$ cat src/rtl/csa_pkg.sv
// Shared types and width helpers for the carry-save accumulator controller.
package csa_pkg;

  typedef enum logic [1:0] {
    IDLE    = 2'd0,
    ACCUM   = 2'd1,
    RESOLVE = 2'd2,
    OUTPUT  = 2'd3
  } state_t;

  function automatic int unsigned acc_width(input int unsigned w, input int unsigned max_ops);
    return w + $clog2(max_ops);
  endfunction

  function automatic int unsigned cnt_width(input int unsigned max_ops);
    return $clog2(max_ops) + 1;
  endfunction

endpackage

$ cat src/rtl/csa_accum_ctrl_if.sv
// Operand stream in, result out: the block sits on the slave side.
interface csa_accum_ctrl_if #(
  parameter int unsigned W     = 4,
  parameter int unsigned ACC_W = 8,
  parameter int unsigned CNT_W = 5
) ();
  logic             in_valid;
  logic [W-1:0]     in_data;
  logic             in_last;
  logic             in_ready;
  logic             out_valid;
  logic [ACC_W-1:0] out_sum;
  logic [CNT_W-1:0] out_count;
  logic             out_ovf;
  logic             out_ready;

  modport master (
    output in_valid, in_data, in_last, out_ready,
    input  in_ready, out_valid, out_sum, out_count, out_ovf
  );

  modport slave (
    input  in_valid, in_data, in_last, out_ready,
    output in_ready, out_valid, out_sum, out_count, out_ovf
  );
endinterface

$ cat src/rtl/csa_row.sv
// N-bit 3:2 compressor: one full adder per bit, no carry propagation.
module csa_row #(
  parameter int unsigned N = 8
) (
  input  logic [N-1:0] a,
  input  logic [N-1:0] b,
  input  logic [N-1:0] c,
  output logic [N-1:0] sum,
  output logic [N-1:0] carry
);
  for (genvar i = 0; i < N; i++) begin : g_bit
    fa u_fa (
      .a  (a[i]),
      .b  (b[i]),
      .ci (c[i]),
      .s  (sum[i]),
      .co (carry[i])
    );
  end
endmodule

$ cat src/rtl/fa.sv
// Single-bit full adder cell.
module fa (
  input  logic a,
  input  logic b,
  input  logic ci,
  output logic s,
  output logic co
);
  assign s  = a ^ b ^ ci;
  assign co = (a & b) | (a & ci) | (b & ci);
endmodule

$ cat src/rtl/csa_accum_ctrl.sv
// Frame accumulator: running total kept as sum/carry, resolved once per frame.
module csa_accum_ctrl
  import csa_pkg::*;
#(
  parameter int unsigned W       = 4,
  parameter int unsigned MAX_OPS = 16
) (
  input logic            clk,
  input logic            rst_n,
  csa_accum_ctrl_if.slave bus
);
  localparam int unsigned ACC_W = acc_width(W, MAX_OPS);
  localparam int unsigned CNT_W = cnt_width(MAX_OPS);

  state_t           state_q, state_d;
  logic [ACC_W-1:0] s_q, c_q, cs, x, row_s, row_c;
  logic [CNT_W-1:0] cnt_q;
  logic             ovf_q;
  logic [ACC_W-1:0] res_sum_q;
  logic [CNT_W-1:0] res_cnt_q;
  logic             res_ovf_q;
  logic             in_ready, beat, load, step, resolve, clear;

  assign x  = {{(ACC_W-W){1'b0}}, bus.in_data};
  assign cs = {c_q[ACC_W-2:0], 1'b0};

  csa_row #(.N(ACC_W)) u_row (
    .a     (s_q),
    .b     (cs),
    .c     (x),
    .sum   (row_s),
    .carry (row_c)
  );

  assign in_ready = (state_q == IDLE) || (state_q == ACCUM);
  assign beat     = bus.in_valid && in_ready;

  always_ff @(posedge clk or negedge rst_n) begin
    if (!rst_n) state_q <= IDLE;
    else        state_q <= state_d;
  end

  always_comb begin
    state_d = state_q;
    load    = 1'b0;
    step    = 1'b0;
    resolve = 1'b0;
    clear   = 1'b0;
    case (state_q)
      IDLE: if (beat) begin
        load    = 1'b1;
        state_d = bus.in_last ? RESOLVE : ACCUM;
      end
      ACCUM: if (beat) begin
        step = 1'b1;
        if (bus.in_last) state_d = RESOLVE;
      end
      RESOLVE: begin
        resolve = 1'b1;
        state_d = OUTPUT;
      end
      OUTPUT: if (bus.out_ready) begin
        clear   = 1'b1;
        state_d = IDLE;
      end
      default: state_d = IDLE;
    endcase
  end

  always_ff @(posedge clk or negedge rst_n) begin
    if (!rst_n) begin
      s_q       <= '0;
      c_q       <= '0;
      cnt_q     <= '0;
      ovf_q     <= 1'b0;
      res_sum_q <= '0;
      res_cnt_q <= '0;
      res_ovf_q <= 1'b0;
    end else begin
      if (load) begin
        s_q   <= x;
        c_q   <= '0;
        cnt_q <= CNT_W'(1);
        ovf_q <= 1'b0;
      end
      if (step) begin
        s_q <= row_s;
        c_q <= row_c;
        if (cnt_q != '1)                cnt_q <= cnt_q + CNT_W'(1);
        if (cnt_q == CNT_W'(MAX_OPS))   ovf_q <= 1'b1;
      end
      if (resolve) begin
        res_sum_q <= s_q + cs;
        res_cnt_q <= cnt_q;
        res_ovf_q <= ovf_q;
      end
      if (clear) begin
        s_q   <= '0;
        c_q   <= '0;
        cnt_q <= '0;
        ovf_q <= 1'b0;
      end
    end
  end

  assign bus.in_ready  = in_ready;
  assign bus.out_valid = (state_q == OUTPUT);
  assign bus.out_sum   = res_sum_q;
  assign bus.out_count = res_cnt_q;
  assign bus.out_ovf   = res_ovf_q;
endmodule
$ cat src/flat_wrapper.sv
// flat-port wrapper written by rule: the top's interface ports become plain ports
module csa_accum_ctrl_flat import csa_pkg::*;
#(
  parameter int unsigned W       = 4,
  parameter int unsigned MAX_OPS = 16
)
  (clk, rst_n, bus_in_valid, bus_in_data, bus_in_last, bus_out_ready, bus_in_ready, bus_out_valid, bus_out_sum, bus_out_count, bus_out_ovf);
  csa_accum_ctrl_if #(.W(W)) bus_i ();
  input logic clk;
  input logic rst_n;
  input wire logic [$bits(bus_i.in_valid)-1:0] bus_in_valid;
  input wire logic [$bits(bus_i.in_data)-1:0] bus_in_data;
  input wire logic [$bits(bus_i.in_last)-1:0] bus_in_last;
  input wire logic [$bits(bus_i.out_ready)-1:0] bus_out_ready;
  output wire logic [$bits(bus_i.in_ready)-1:0] bus_in_ready;
  output wire logic [$bits(bus_i.out_valid)-1:0] bus_out_valid;
  output wire logic [$bits(bus_i.out_sum)-1:0] bus_out_sum;
  output wire logic [$bits(bus_i.out_count)-1:0] bus_out_count;
  output wire logic [$bits(bus_i.out_ovf)-1:0] bus_out_ovf;
  assign bus_i.in_valid = bus_in_valid;
  assign bus_i.in_data = bus_in_data;
  assign bus_i.in_last = bus_in_last;
  assign bus_i.out_ready = bus_out_ready;
  assign bus_in_ready = bus_i.in_ready;
  assign bus_out_valid = bus_i.out_valid;
  assign bus_out_sum = bus_i.out_sum;
  assign bus_out_count = bus_i.out_count;
  assign bus_out_ovf = bus_i.out_ovf;
  csa_accum_ctrl #(.W(W), .MAX_OPS(MAX_OPS)) u_core (.clk(clk), .rst_n(rst_n), .bus(bus_i));
endmodule
$ cat config.mk
export PLATFORM = sky130hd
export DESIGN_NAME = csa_accum_ctrl_flat
export DESIGN_NICKNAME = d
export VERILOG_FILES = /design/src/rtl/csa_pkg.sv /design/src/rtl/csa_accum_ctrl_if.sv /design/src/rtl/csa_row.sv /design/src/rtl/fa.sv /design/src/rtl/csa_accum_ctrl.sv /design/src/flat_wrapper.sv
export SDC_FILE = /design/constraint.sdc
export NUM_CORES = 1
export LEC_CHECK = 0
export ABC_AREA = 1
export ABC_CLOCK_PERIOD_IN_PS = 3000
export CAP_MARGIN = 20
export CORE_ASPECT_RATIO = 2
export CORE_MARGIN = 4
export CORE_UTILIZATION = 40
export DETAILED_ROUTE_END_ITERATION = 16
export GPL_TIMING_DRIVEN = 0
export PLACE_DENSITY = 0.65
export SYNTH_ARGS = -nofsm -noshare
export SYNTH_HDL_FRONTEND = slang
export SYNTH_SLANG_ARGS = --single-unit
export TNS_END_PERCENT = 50
$ cat constraint.sdc
create_clock -name clk -period 3 [get_ports clk]
set_input_delay 0.45 -clock clk [delete_from_list [all_inputs] [get_ports clk]]
set_output_delay 0.45 -clock clk [all_outputs]
set_load 0.03 [all_outputs]
==> results.yml <==
finish:
  drive_above_1_share_pct: 9.22
  n_antenna_cell: 0
  nets: 308
  finalInstanceArea_um2: 2490
  fillers: 490
  area.growth.synth_to_final_pct: 20.6
synth:
  yosys.area.top_type_share_pct: 44.8
  syn-instance-count: 250
  synth_area_um2: 2070
  syn_nets: 277
  avgSynthCellArea_um2: 8.27
  ys_seq_area_share_pct: 44.8
  synth.distinct_cells: 22
  synth_top_area_cell: "dfrtp_1"
  yosys-top-cells-area: "dfrtp_1 (45%), nand2_1 (14%), ha_1 (8.5%)"
  ys_seq_elements: 37
  ys_warn_count: 0
routing:
  wl_met3_um: 150
  wl_met2_um: 2520
  routed.top_layer: "met4"
  viasPerCell: 5.07
  vias: 1718
  antenna_left: 0
  drt_wl_total_um: 4600
  wl_met1_um: 1730
  post_drt_wl_per_cell_um: 13.6
  drc_errors: 0
  drtIter0Drc: 56
  firstDrtPassIters: 4
worst_setup_path:
  cp-end-kind: "output port"
  r2r.worst_path.cells: 9
  path_max_fanout: 5
  critical_path_arrival_ns: 1.86
  r2r_setup_slack_ns: 1.32
  endpoint: "bus_in_ready"
  start_kind: "flip-flop"
  timing.rr.start: "u_core.c_q[0]"
  rr_endpoint: "u_core.bus.out_sum[5]"
  crit_start: "u_core.state_q[0]"
  cp.required_ns: 2.55
  path_class: "flip-flop to output port"
clock_tree:
  cts_resized: 0
  root_buffer: "clkbuf_8"
  post_cts.repair.setup_buffers: 0
  insertion_delay_ns: 0.29
  ctsLongestPathBuffers: 2
  cts-htree-levels: 2
  numCtsBuffers: 5
  cts_tree: "done"
  path_clk_slew_ns: 0.07
  cts_num_sinks: 37
  hold_buffers: 0
run_status:
  outcome: "finished clean"
timing:
  slew_headroom_pct: 42.2
  tns_ns: 0
  skew_ns: 0.00754
  finalHoldViolCount: 0
  finalCritPeriodShare_pct: 76.8
  slew_violations: 0
  setup_violations: 0
  tightestPinTransition_ns: 0.867
  period_minus_slack_ns: 2.31
  rsz0062_at_grt: "no"
  fmax_mhz: 434
floorplanning:
  rows: 36
  die_w_um: 58.8
  start_util_pct: 41.7
  die_y_um: 110
  core_area_um2: 4950
  die_area_um2: 6450
  io_pins: 25
global_route:
  antenna_found_initial: 0
  grt-ovfl-total: 0
  grt_max_degree: 38
  grt_pass1_vias: 1792
  grt_first_pass_wirelength_um: 8000
  grt_usage_pct: 16.5
power:
  p_int_mw: 1.25
  power_density_nw_per_um2: 871
  clockPowerShare_pct: 21.1
  vdd_drop_max_uv: 697
  p_sw_share_pct: 42.2
  power.leakage_nw: 1.28
  seqPwrFrac_pct: 33.1
  power.switching_mw: 0.918
  combPwrFrac_pct: 45.8
place:
  dp_hpwl_um: 3440
  dpl-instance-area_um2: 2370
  port_buffers: 24
  gp_congestion: 0.835
min_path:
  hold_class: "primary input to asynchronous set/reset pin"
job:
  cap_violations: 0
==> layout by cell type, fill, tap and decap left out, drive strengths merged <==
cell and n:
nor2 10, nand4 1, dfrtp 37, fa 4, or2 4, clkbuf 6
bufinv 1, o211ai 4, xnor2 1, nand3 28, clkdlybuf4s50 23, inv 32
clkinvlp 1, nand2 79, a21oi 9, buf 6, ha 14, o21ai 22
==> routing by layer <==
| layer | up-vias | track usage (%) |
|---|---|---|
| met4 | 0 | 10.5 |
| li1 | 862 | - |
| met2 | 35 | 29.5 |
| met1 | 806 | 17.3 |
| met3 | 15 | 2.35 |
| met5 | - | 0 |
==> flip-flops by register name, indices dropped and copies added (netlist names) <==
register,cells
u_core.bus.out_sum,8
u_core.s_q,8
u_core.c_q,7
u_core.bus.out_count,5
u_core.cnt_q,5
u_core.state_q,2
u_core.bus.out_ovf,1
u_core.ovf_q,1
==> cells in the mapped netlist <==
cell and count:
a21oi_1 9, buf_2 2, buf_4 1, buf_6 2, dfrtp_1 37, fa_1 4, ha_1 14, inv_1 27
inv_2 5, nand2_1 76, nand2_2 3, nand3_1 28, nand4_1 1, nor2_1 6, nor2_2 2, nor2_4 2
o211ai_1 4, o21ai_0 21, o21ai_1 1, or2_0 2, or2_1 2, xnor2_1 1
==> per-stage QoR <==
step / cells / setup WS [ns] / power (mW) / hold slack (ns) / util [%]
final: 339 / 0.695 / 2.17 / 0.262 / 50.4
after global routing: 339 / 0.595 / 2.36 / 0.342 / 50.4
after CTS: 339 / 0.680 / 2.20 / 0.299 / 50.4
after detailed placement: 331 / 1.02 / 1.73 / 0.462 / 47.9
after global placement: 331 / 0.528 / 1.71 / 0.454 / 48.0
after floorplan: 250 / 1.49 / 1.40 / 0.154 / -
==> area by class of cell <==
class                           count  area (um^2)  area share (%)
Multi-Input combinational cell    176          982            39.4
Sequential cell                    37          926            37.1
Timing Repair Buffer               24          235            9.43
Inverter                           32          120            4.81
Clock buffer                        6         82.6            3.31
Tap cell                           57         71.3            2.86
Buffer                              5         40.0            1.60
Clock inverter                      2         37.5            1.50
==> power groups by stage <==
stage | logic, mW | clock network, mW | registers, mW
after floorplan | 0.602 | 0 | 0.798
after global placement | 0.989 | 0 | 0.725
after detailed placement | 0.998 | 0 | 0.730
after CTS | 1.01 | 0.473 | 0.720
after global routing | 1.13 | 0.489 | 0.737
final | 0.995 | 0.458 | 0.720
==> worst max-delay path, cell delays in order (launching register included) <==
cell and delay [ns]:
dfrtp_1 0.41, inv_1 0.11, ha_1 0.26, nor2_2 0.08
inv_1 0.05, clkdlybuf4s50_1 0.66
==> logic make-up after synthesis <==
| family | count (synthesis) | synth area share (%) |
|---|---|---|
| buffers and inverters | 37 | 7.74 |
| flip-flops | 37 | 44.8 |
| XOR/XNOR | 1 | 0.424 |
| adder cells (fa/ha/maj) | 18 | 12.3 |
| AND/OR/NAND/NOR | 122 | 25.8 |
| AO/OA/AOI/OAI | 35 | 8.95 |
==> worst min path at each step <==
stage | start | end | slack (ns) | cells past startpoint
final | rst_n | u_core.bus.out_sum[2] | 0.26 | 1
after global routing | rst_n | u_core.bus.out_sum[5] | 0.34 | 1
after CTS | rst_n | u_core.bus.out_sum[2] | 0.30 | 1
after detailed placement | u_core.bus.out_ovf | u_core.bus.out_ovf | 0.46 | 2
after global placement | u_core.bus.out_sum[1] | u_core.bus.out_sum[1] | 0.45 | 2
after floorplan | rst_n | u_core.bus.out_count[0] | 0.15 | 0
No activity file was read; power rests on OpenSTA's default activity.
